**config.mk**
```make
export PLATFORM = sky130hd
export DESIGN_NAME = ps2_key_decoder
export DESIGN_NICKNAME = d
export VERILOG_FILES = /design/src/rtl/ps2_pkg.sv /design/src/rtl/ps2_event_fifo.sv /design/src/rtl/ps2_key_decoder.sv
export SDC_FILE = /design/constraint.sdc
export NUM_CORES = 1
export LEC_CHECK = 0
export ABC_CLOCK_PERIOD_IN_PS = 4580
export CORE_UTILIZATION = 45
export DETAILED_ROUTE_END_ITERATION = 8
export PLACE_DENSITY_LB_ADDON = 0.2
export SLEW_MARGIN = 25
export SYNTH_ARGS = -nofsm -noshare
export SYNTH_HDL_FRONTEND = slang
export SYNTH_SLANG_ARGS = --single-unit
```
**constraint.sdc**
```tcl
create_clock -name inclock -period 4.58 [get_ports inclock]
set_input_delay 1.374 -clock inclock [delete_from_list [all_inputs] [get_ports inclock]]
set_output_delay 1.374 -clock inclock [all_outputs]
set_load 0.02 [all_outputs]
```
**src/rtl/ps2_pkg.sv**
```systemverilog
`default_nettype none
// ============================================================================
// Module      : ps2_pkg
// Description : Shared definitions for the PS/2 set-2 key decoder: protocol
//               byte constants, the prefix-parser state encoding and the
//               decoded-event record carried through the event FIFO.
// Ports       : none (package)
// Revision    : 1.0 - initial release
// ============================================================================
package ps2_pkg;

  // Protocol bytes seen on the keyboard-to-host channel
  localparam logic [7:0] PS2_EXT    = 8'hE0;  // extended-key prefix
  localparam logic [7:0] PS2_BRK    = 8'hF0;  // break (release) prefix
  localparam logic [7:0] PS2_BAT    = 8'hAA;  // self-test passed
  localparam logic [7:0] PS2_ACK    = 8'hFA;  // command acknowledge
  localparam logic [7:0] PS2_ECHO   = 8'hEE;  // echo reply
  localparam logic [7:0] PS2_RESEND = 8'hFE;  // resend request
  localparam logic [7:0] PS2_ERR0   = 8'h00;  // key detection error / overrun
  localparam logic [7:0] PS2_ERR1   = 8'hFF;  // key detection error / overrun

  // Prefix parser state
  typedef enum logic [1:0] {
    ST_IDLE    = 2'd0,
    ST_EXT     = 2'd1,
    ST_BRK     = 2'd2,
    ST_EXT_BRK = 2'd3
  } ps2_state_e;

  // One decoded key event, prefixes stripped
  typedef struct packed {
    logic [7:0] code;
    logic       brk;
    logic       ext;
  } ps2_evt_t;

  localparam int PS2_EVT_W = $bits(ps2_evt_t);

  // Error bytes abort any pending prefix sequence
  function automatic logic ps2_is_line_err(input logic [7:0] b);
    return (b == PS2_ERR0) || (b == PS2_ERR1);
  endfunction

  // Keyboard replies to host commands; never part of a key sequence
  // when they arrive outside a prefix
  function automatic logic ps2_is_ctrl_reply(input logic [7:0] b);
    return (b == PS2_BAT) || (b == PS2_ACK) || (b == PS2_ECHO) || (b == PS2_RESEND);
  endfunction

endpackage
`default_nettype wire

```
**src/rtl/ps2_event_fifo.sv**
```systemverilog
`default_nettype none
// ============================================================================
// Module      : ps2_event_fifo
// Description : Synchronous show-ahead FIFO with a registered head word.
//               A push into a full FIFO is accepted only if a pop happens in
//               the same cycle; otherwise the word is dropped and a sticky
//               overflow flag is raised until reset.
// Ports       : clk, rst       - clock, synchronous active-high reset
//               i_push, i_data - write strobe and word
//               i_pop          - consume head word (ignored when empty)
//               o_valid        - FIFO non-empty
//               o_data         - head word (registered)
//               o_count        - occupancy, 0..DEPTH
//               o_overflow     - sticky drop indicator
// Revision    : 1.0 - initial release
// ============================================================================
module ps2_event_fifo #(
  parameter int WIDTH = 10,
  parameter int DEPTH = 8
) (
  input  logic                   clk,
  input  logic                   rst,
  input  logic                   i_push,
  input  logic [WIDTH-1:0]       i_data,
  input  logic                   i_pop,
  output logic                   o_valid,
  output logic [WIDTH-1:0]       o_data,
  output logic [$clog2(DEPTH):0] o_count,
  output logic                   o_overflow
);

  localparam int AW = $clog2(DEPTH);
  localparam int CW = AW + 1;
  localparam logic [CW-1:0] C_FULL = CW'(DEPTH);

  logic [WIDTH-1:0] r_mem [DEPTH];
  logic [AW-1:0]    r_wr_ptr;
  logic [AW-1:0]    r_rd_ptr;
  logic [CW-1:0]    r_count;
  logic [WIDTH-1:0] r_head;
  logic             r_overflow;

  logic             w_empty;
  logic             w_full;
  logic             w_pop_ok;
  logic             w_push_ok;
  logic             w_drop;
  logic [AW-1:0]    w_rd_ptr_nxt;
  logic [WIDTH-1:0] w_head_nxt;

  assign w_empty   = (r_count == '0);
  assign w_full    = (r_count == C_FULL);
  assign w_pop_ok  = i_pop && !w_empty;
  // A simultaneous pop frees the slot the push needs, even when full
  assign w_push_ok = i_push && (!w_full || w_pop_ok);
  assign w_drop    = i_push && !w_push_ok;

  assign w_rd_ptr_nxt = w_pop_ok ? (r_rd_ptr + AW'(1)) : r_rd_ptr;

  // The head register must see the new word when it lands exactly at the
  // slot that becomes the head (empty FIFO, or one entry popped while
  // another is pushed); otherwise it reads the stored word.
  always_comb begin
    w_head_nxt = r_mem[w_rd_ptr_nxt];
    if (w_push_ok && (r_wr_ptr == w_rd_ptr_nxt)) begin
      w_head_nxt = i_data;
    end
  end

  // Storage carries no reset; only the pointers define what is valid
  always_ff @(posedge clk) begin
    if (w_push_ok) begin
      r_mem[r_wr_ptr] <= i_data;
    end
  end

  always_ff @(posedge clk) begin
    if (rst) begin
      r_wr_ptr   <= '0;
      r_rd_ptr   <= '0;
      r_count    <= '0;
      r_head     <= '0;
      r_overflow <= 1'b0;
    end else begin
      if (w_push_ok) begin
        r_wr_ptr <= r_wr_ptr + AW'(1);
      end
      r_rd_ptr <= w_rd_ptr_nxt;
      r_head   <= w_head_nxt;
      case ({w_push_ok, w_pop_ok})
        2'b10:   r_count <= r_count + CW'(1);
        2'b01:   r_count <= r_count - CW'(1);
        default: r_count <= r_count;
      endcase
      if (w_drop) begin
        r_overflow <= 1'b1;
      end
    end
  end

  assign o_valid    = !w_empty;
  assign o_data     = r_head;
  assign o_count    = r_count;
  assign o_overflow = r_overflow;

endmodule
`default_nettype wire

```
**src/rtl/ps2_key_decoder.sv**
```systemverilog
`default_nettype none
// ============================================================================
// Module      : ps2_key_decoder
// Description : Turns the raw PS/2 set-2 byte stream into make/break events.
//               Handles the E0 (extended) and F0 (break) prefixes, tracks a
//               held bitmap for a table of keys and buffers every event in a
//               FIFO with a valid/ready handshake. A pending prefix that is
//               not followed by another byte within TIMEOUT_CYCLES is
//               abandoned.
// Ports       : inclock, reset            - clock, sync active-high reset
//               ps2_key_data, ps2_key_pressed - received byte and its strobe
//               evt_ready                 - consumer accepts head event
//               evt_valid, evt_code, evt_break, evt_ext - head event
//               key_held                  - per-key held bitmap
//               last_make_code            - latest non-extended make
//               fifo_count, fifo_overflow - occupancy, sticky drop flag
// Options     : PS2_TYPEMATIC_FILTER_EN - when defined, a make for a tracked
//               key that is already held is not queued (auto-repeat
//               suppression); held tracking is unaffected.
// Revision    : 1.0 - initial release
// ============================================================================
module ps2_key_decoder
  import ps2_pkg::*;
#(
  parameter int                    NUM_KEYS       = 4,
  parameter logic [NUM_KEYS*8-1:0] KEY_CODES      = {8'h1D, 8'h1B, 8'h75, 8'h72},
  parameter logic [NUM_KEYS-1:0]   KEY_EXT        = 4'b1100,
  parameter int                    FIFO_DEPTH     = 8,
  parameter int                    TIMEOUT_CYCLES = 50000
) (
  input  logic                        inclock,
  input  logic                        reset,
  input  logic [7:0]                  ps2_key_data,
  input  logic                        ps2_key_pressed,
  input  logic                        evt_ready,
  output logic                        evt_valid,
  output logic [7:0]                  evt_code,
  output logic                        evt_break,
  output logic                        evt_ext,
  output logic [NUM_KEYS-1:0]         key_held,
  output logic [7:0]                  last_make_code,
  output logic [$clog2(FIFO_DEPTH):0] fifo_count,
  output logic                        fifo_overflow
);

  localparam int TO_W = (TIMEOUT_CYCLES > 1) ? $clog2(TIMEOUT_CYCLES) : 1;
  localparam logic [TO_W-1:0] C_TO_LAST = TO_W'(TIMEOUT_CYCLES - 1);

  ps2_state_e          r_state;
  ps2_state_e          w_state_nxt;
  logic [TO_W-1:0]     r_to_cnt;
  logic [TO_W-1:0]     w_to_cnt_nxt;
  logic [NUM_KEYS-1:0] r_held;
  logic [NUM_KEYS-1:0] w_held_nxt;
  logic [7:0]          r_last_make;

  ps2_evt_t            w_evt;
  logic                w_evt_fire;
  logic [NUM_KEYS-1:0] w_match;
  logic                w_repeat;
  logic                w_push;
  logic                w_pop;
  logic                w_fifo_valid;
  ps2_evt_t            w_head;

  // --------------------------------------------------------------------------
  // Parser state register
  // --------------------------------------------------------------------------
  always_ff @(posedge inclock) begin
    if (reset) begin
      r_state  <= ST_IDLE;
      r_to_cnt <= '0;
    end else begin
      r_state  <= w_state_nxt;
      r_to_cnt <= w_to_cnt_nxt;
    end
  end

  // --------------------------------------------------------------------------
  // Parser next state and event decode. A strobe always wins over the
  // timeout, so a byte arriving on the final cycle still completes the
  // sequence.
  // --------------------------------------------------------------------------
  always_comb begin
    w_state_nxt  = r_state;
    w_to_cnt_nxt = r_to_cnt;
    w_evt_fire   = 1'b0;
    w_evt        = '0;
    w_evt.code   = ps2_key_data;

    if (ps2_key_pressed) begin
      w_to_cnt_nxt = '0;
      case (r_state)
        ST_IDLE: begin
          if (ps2_key_data == PS2_EXT) begin
            w_state_nxt = ST_EXT;
          end else if (ps2_key_data == PS2_BRK) begin
            w_state_nxt = ST_BRK;
          end else if (ps2_is_line_err(ps2_key_data) || ps2_is_ctrl_reply(ps2_key_data)) begin
            w_state_nxt = ST_IDLE;
          end else begin
            w_evt_fire = 1'b1;
          end
        end
        ST_EXT: begin
          if (ps2_key_data == PS2_BRK) begin
            w_state_nxt = ST_EXT_BRK;
          end else if (ps2_key_data == PS2_EXT) begin
            // Repeated E0 keeps the extended prefix pending
            w_state_nxt = ST_EXT;
          end else if (ps2_is_line_err(ps2_key_data)) begin
            w_state_nxt = ST_IDLE;
          end else begin
            w_evt_fire  = 1'b1;
            w_evt.ext   = 1'b1;
            w_state_nxt = ST_IDLE;
          end
        end
        ST_BRK, ST_EXT_BRK: begin
          w_state_nxt = ST_IDLE;
          if (!((ps2_key_data == PS2_EXT) || (ps2_key_data == PS2_BRK) ||
                ps2_is_line_err(ps2_key_data))) begin
            w_evt_fire = 1'b1;
            w_evt.brk  = 1'b1;
            w_evt.ext  = (r_state == ST_EXT_BRK);
          end
        end
        default: begin
          w_state_nxt = ST_IDLE;
        end
      endcase
    end else if (r_state != ST_IDLE) begin
      if (r_to_cnt == C_TO_LAST) begin
        w_state_nxt  = ST_IDLE;
        w_to_cnt_nxt = '0;
      end else begin
        w_to_cnt_nxt = r_to_cnt + TO_W'(1);
      end
    end else begin
      w_to_cnt_nxt = '0;
    end
  end

  // --------------------------------------------------------------------------
  // Key table lookup; duplicate entries simply match together
  // --------------------------------------------------------------------------
  for (genvar gi = 0; gi < NUM_KEYS; gi++) begin : g_match
    assign w_match[gi] = (w_evt.code == KEY_CODES[gi*8 +: 8]) && (w_evt.ext == KEY_EXT[gi]);
  end

`ifdef PS2_TYPEMATIC_FILTER_EN
  // A make for a key already down is keyboard auto-repeat
  assign w_repeat = !w_evt.brk && |(w_match & r_held);
`else
  assign w_repeat = 1'b0;
`endif

  assign w_push = w_evt_fire && !w_repeat;
  assign w_pop  = w_fifo_valid && evt_ready;

  // Held tracking follows every decoded event, whether or not it is queued
  always_comb begin
    w_held_nxt = r_held;
    if (w_evt_fire) begin
      if (w_evt.brk) begin
        w_held_nxt = r_held & ~w_match;
      end else begin
        w_held_nxt = r_held | w_match;
      end
    end
  end

  always_ff @(posedge inclock) begin
    if (reset) begin
      r_held      <= '0;
      r_last_make <= '0;
    end else begin
      r_held <= w_held_nxt;
      if (w_evt_fire && !w_evt.brk && !w_evt.ext) begin
        r_last_make <= w_evt.code;
      end
    end
  end

  // --------------------------------------------------------------------------
  // Event buffer
  // --------------------------------------------------------------------------
  ps2_event_fifo #(
    .WIDTH (PS2_EVT_W),
    .DEPTH (FIFO_DEPTH)
  ) u_fifo (
    .clk        (inclock),
    .rst        (reset),
    .i_push     (w_push),
    .i_data     (w_evt),
    .i_pop      (w_pop),
    .o_valid    (w_fifo_valid),
    .o_data     (w_head),
    .o_count    (fifo_count),
    .o_overflow (fifo_overflow)
  );

  assign evt_valid      = w_fifo_valid;
  assign evt_code       = w_head.code;
  assign evt_break      = w_head.brk;
  assign evt_ext        = w_head.ext;
  assign key_held       = r_held;
  assign last_make_code = r_last_make;

endmodule
`default_nettype wire
```
==> parameters.txt <==
Parameter                              Value

Setup path
  Worst Setup Path Type ... primary input to flop
  Critical Path Fanout Max ... 4
  Required time of the worst setup path ... 4890 ps
  R2r endpoint ... u_fifo.o_data[6]$_SDFF_PP0_
  FF-to-FF Start ... u_fifo.r_rd_ptr[2]$_SDFF_PP0_
  Crit path arrival time ... 4300 ps
  Number of cells on the worst reg-to-reg path ... 8
  Crit start category ... primary input
  Endpoint kind of the worst setup timing path ... flop
  FF-to-FF setup slack ... 1770 ps

Global route
  Wire length of the first global-routing pass ... 26.11 mm
  Via count of the first global-routing pass ... 4793
  Largest net degree at the start of global routing ... 57
  Grt ovf ... 0
  Number of antenna violations at the first check in global routing ... 0
  Total track usage ... 23.97%

Clocking
  Clock Path Buffers ... 2
  CTS tree ... done
  Clock H-tree levels ... 4
  Inserted Clock Buffers ... 17
  Number of clock sinks seen by CTS ... 131
  Post-CTS Hold Buffers ... 0
  Clock-pin slew reported for the worst setup and hold paths after clock tree synthesis ... 60 ps
  Number of setup buffers added after CTS ... 0
  Number of gates resized after CTS ... 0
  CTS Root Cell ... sky130_fd_sc_hd__clkbuf_16
  Clock latency reported for the late side of the worst-skew pair ... 430 ps

Synth
  Post-synth net total ... 607
  EDFF count, synth ... 80
  Number of standard cells after synthesis ... 589
  Most instantiated flip-flop cell in the synthesis netlist ... sky130_fd_sc_hd__edfxtp_1
  Synthesized flop and latch total ... 131
  Warning count from the yosys run ... 0
  Share of flip-flops with an asynchronous set or reset ... 0%
  Post-synthesis cell area ... 6516 µm²
  Library cells used by synthesis ... 59
  Part of the Yosys area used for sequential elements ... 52.53%
  Avg Synthesized Cell Area ... 11.06 µm²

STA
  Worst hold slack ... 493.5 ps
  Endpoints failing setup ... 0
  Part of the cycle the worst path needs ... 87.10%
  Total negative slack for setup checks ... 0 ps
  Transition time of the tightest slew-check pin ... 792.4 ps
  Crit path time final ... 3989 ps
  Unrepaired setup endpoints after global routing ... false
  Number of hold violations in the final report ... 0
  Largest clock skew in the final design ... 5.467 ps
  Normalized max-slew margin ... 47.11%
  Slew Viols, Final ... 0
  Maximum operating frequency ... 250.7 MHz

Final layout
  Area growth from synthesis to final layout ... 19.83%
  Non-filler cells, final ... 834
  # nets final ... 659
  Number of diodes ... 0
  Final non-filler cell area ... 7809 µm²
  Highest-count cells in the layout ignoring fill and taps ... 80 x sky130_fd_sc_hd__edfxtp_1, 62 x sky130_fd_sc_hd__nor2_1, 58 x sky130_fd_sc_hd__mux2i_1
  Post-layout utilization of the core ... 55.82%
  Most frequent standard cell in the layout excluding fill and tap cells ... sky130_fd_sc_hd__edfxtp_1
  Layout cell share with drive strength beyond 1 ... 15.75%

Floorplan
  Starting utilization of the core area ... 46.58%
  Core Footprint ... 13990 µm²
  Vertical die dimension ... 122.3 µm
  Die X-Extent ... 122.3 µm
  Total die area ... 14970 µm²
  # IOs ... 40
  Row cnt ... 43

Placement
  Placed Area ... 7201 µm²
  RD Place Congestion ... 0.8997
  Placed insts ... 802
  Count of port buffers added during placement ... 39
  DP HPWL ... 10.51 mm

Routing
  Length of the first detailed-routing pass in iterations ... 5
  Routed via count divided by cell count ... 5.878
  Via count ... 4902
  ANT nets after route ... 0
  Routed WL per cell ... 20.20 µm
  DRC viols ... 0
  Wire length after detailed routing ... 16.85 mm
  DRT iter0 DRCs ... 354

Run
  Number of maximum-capacitance violations ... 0

Pwr
  Worst IR drop on VDD ... 366.3 µV
  Power density relative to cell area ... 551.0 nW/µm²
  Static leakage ... 2.690 nW

Worst hold path
  Hold path startpoint ... r_to_cnt[0]$_SDFF_PP0_
  Hold depth ... 1
  Worst hold path class ... flop to flop
  Worst Hold Path EP ... r_to_cnt[0]$_SDFF_PP0_

Run status
  Result of the run ... finished clean
==> critical path, stage by stage <==
cell and delay, ps:
sky130_fd_sc_hd__clkdlybuf4s50_1 510, sky130_fd_sc_hd__buf_4 210, sky130_fd_sc_hd__nor4_1 380, sky130_fd_sc_hd__o21ai_0 170, sky130_fd_sc_hd__and2b_2 240, sky130_fd_sc_hd__nand2_1 70, sky130_fd_sc_hd__nand2_1 100, sky130_fd_sc_hd__inv_2 110
sky130_fd_sc_hd__ha_1 230, sky130_fd_sc_hd__a21o_1 170, sky130_fd_sc_hd__a21oi_1 180, sky130_fd_sc_hd__nor2_1 60, sky130_fd_sc_hd__a22oi_1 160, sky130_fd_sc_hd__mux2_1 340
==> final cells by class <==
| class | count | area, µm² |
|---|---|---|
| Multi-Input combinational cell | 402 | 2850 |
| Clock inverter | 6 | 35.03 |
| Clock buffer | 26 | 573.1 |
| Inverter | 16 | 60.06 |
| Fill cell | 1217 | 6180 |
| Sequential cell | 131 | 3425 |
| Timing Repair Buffer | 73 | 640.6 |
| Tap cell | 180 | 225.2 |
==> cells by family (layout without fill, tap and decap cells) <==
logic type,Yosys count,after routing,synth area share (%)
mux,74,74,12.02
simple gates,196,196,14.92
buf+inv,56,121,4.263
flops,131,131,52.53
fa+ha+maj,6,6,1.267
xor+xnor,23,23,3.380
compound gates,103,103,11.62
==> worst max path at each step <==
stage	startpoint	endpoint	slack [ps]	depth (start not counted)
after global routing	ps2_key_data[0]	u_fifo.o_count[3]$_SDFFE_PP0P_	340	14
final	ps2_key_data[0]	u_fifo.o_count[3]$_SDFFE_PP0P_	590	14
after detailed placement	ps2_key_data[0]	u_fifo.o_count[3]$_SDFFE_PP0P_	170	14
after global placement	ps2_key_data[1]	u_fifo.o_count[3]$_SDFFE_PP0P_	240	13
after CTS	ps2_key_data[0]	u_fifo.o_count[3]$_SDFFE_PP0P_	610	14
after floorplan	ps2_key_data[6]	u_fifo.r_mem[2][0]$_DFFE_PP_	710	7
==> registers in the layout (all words and copies together), names as in the netlist, named ones only <==
signal             count
r_to_cnt              16
u_fifo.r_wr_ptr        3
u_fifo.r_rd_ptr        3
last_make_code         8
u_fifo.o_overflow      1
r_state                2
u_fifo.o_data         10
u_fifo.o_count         4
u_fifo.r_mem          80
==> power by group <==
group	total [mW]	leakage (nW)	internal [mW]	switching [mW]
logic	1.53	1.24	0.623	0.908
registers	1.42	1.15	1.35	0.0671
clock network	1.35	0.308	0.858	0.493
total	4.30	2.69	2.83	1.47
==> through the flow <==
step | total power, mW | worst slack (ps)
floorplan | 2.533 | 706.6
global placement | 2.944 | 238.1
detailed placement | 2.965 | 165.8
CTS | 4.321 | 605.7
global route | 4.498 | 337.8
finish | 4.302 | 590.8
==> Yosys cell counts, types with 2 or more instances <==
cell type                  number  area share, %
sky130_fd_sc_hd__a211oi_1      27            3.1
sky130_fd_sc_hd__a21oi_1       34            2.6
sky130_fd_sc_hd__a21oi_2        2           0.27
sky130_fd_sc_hd__a221oi_2       8            1.8
sky130_fd_sc_hd__a31oi_1       10           0.96
sky130_fd_sc_hd__and2_1         2           0.19
sky130_fd_sc_hd__and3_1         2           0.19
sky130_fd_sc_hd__buf_1          2           0.12
sky130_fd_sc_hd__buf_2         16            1.2
sky130_fd_sc_hd__buf_6          3           0.52
sky130_fd_sc_hd__clkbuf_1      16           0.92
sky130_fd_sc_hd__dfxtp_1       51             16
sky130_fd_sc_hd__edfxtp_1      80             37
sky130_fd_sc_hd__ha_1           5           0.96
sky130_fd_sc_hd__inv_1         15           0.86
sky130_fd_sc_hd__mux2_1         4           0.69
sky130_fd_sc_hd__mux2_2        10            1.7
sky130_fd_sc_hd__mux2i_1       58            8.9
sky130_fd_sc_hd__mux4_2         2           0.69
sky130_fd_sc_hd__nand2_1       26            1.5
sky130_fd_sc_hd__nand3_1        7           0.54
sky130_fd_sc_hd__nand4_1       10           0.96
sky130_fd_sc_hd__nor2_1        62            3.6
sky130_fd_sc_hd__nor2b_1       19            1.8
sky130_fd_sc_hd__nor3_1        43            3.3
sky130_fd_sc_hd__nor3b_1        2           0.23
sky130_fd_sc_hd__nor4_1         6           0.58
sky130_fd_sc_hd__nor4b_1        3           0.40
sky130_fd_sc_hd__o21ai_0        5           0.38
sky130_fd_sc_hd__o221ai_1       3           0.40
sky130_fd_sc_hd__o311ai_0       2           0.27
sky130_fd_sc_hd__o41ai_1        2           0.27
sky130_fd_sc_hd__or3_1          5           0.48
sky130_fd_sc_hd__or4_1          2           0.23
sky130_fd_sc_hd__xnor2_1       14            1.9
sky130_fd_sc_hd__xor2_1         8            1.1
==> per-layer routing <==
layer / share of wire, % / global-route usage [%] / routed length (µm) / vias up
met3: 5.7 / 5.530 / 966 / 33
met4: 3.1 / 11.74 / 520 / 0
li1: - / - / - / 2306
met1: 44 / 30.70 / 7382 / 2378
met2: 47 / 38.06 / 7975 / 185
met5: 0 / 0 / 0 / -
No activity file was read; power rests on OpenSTA's default activity.
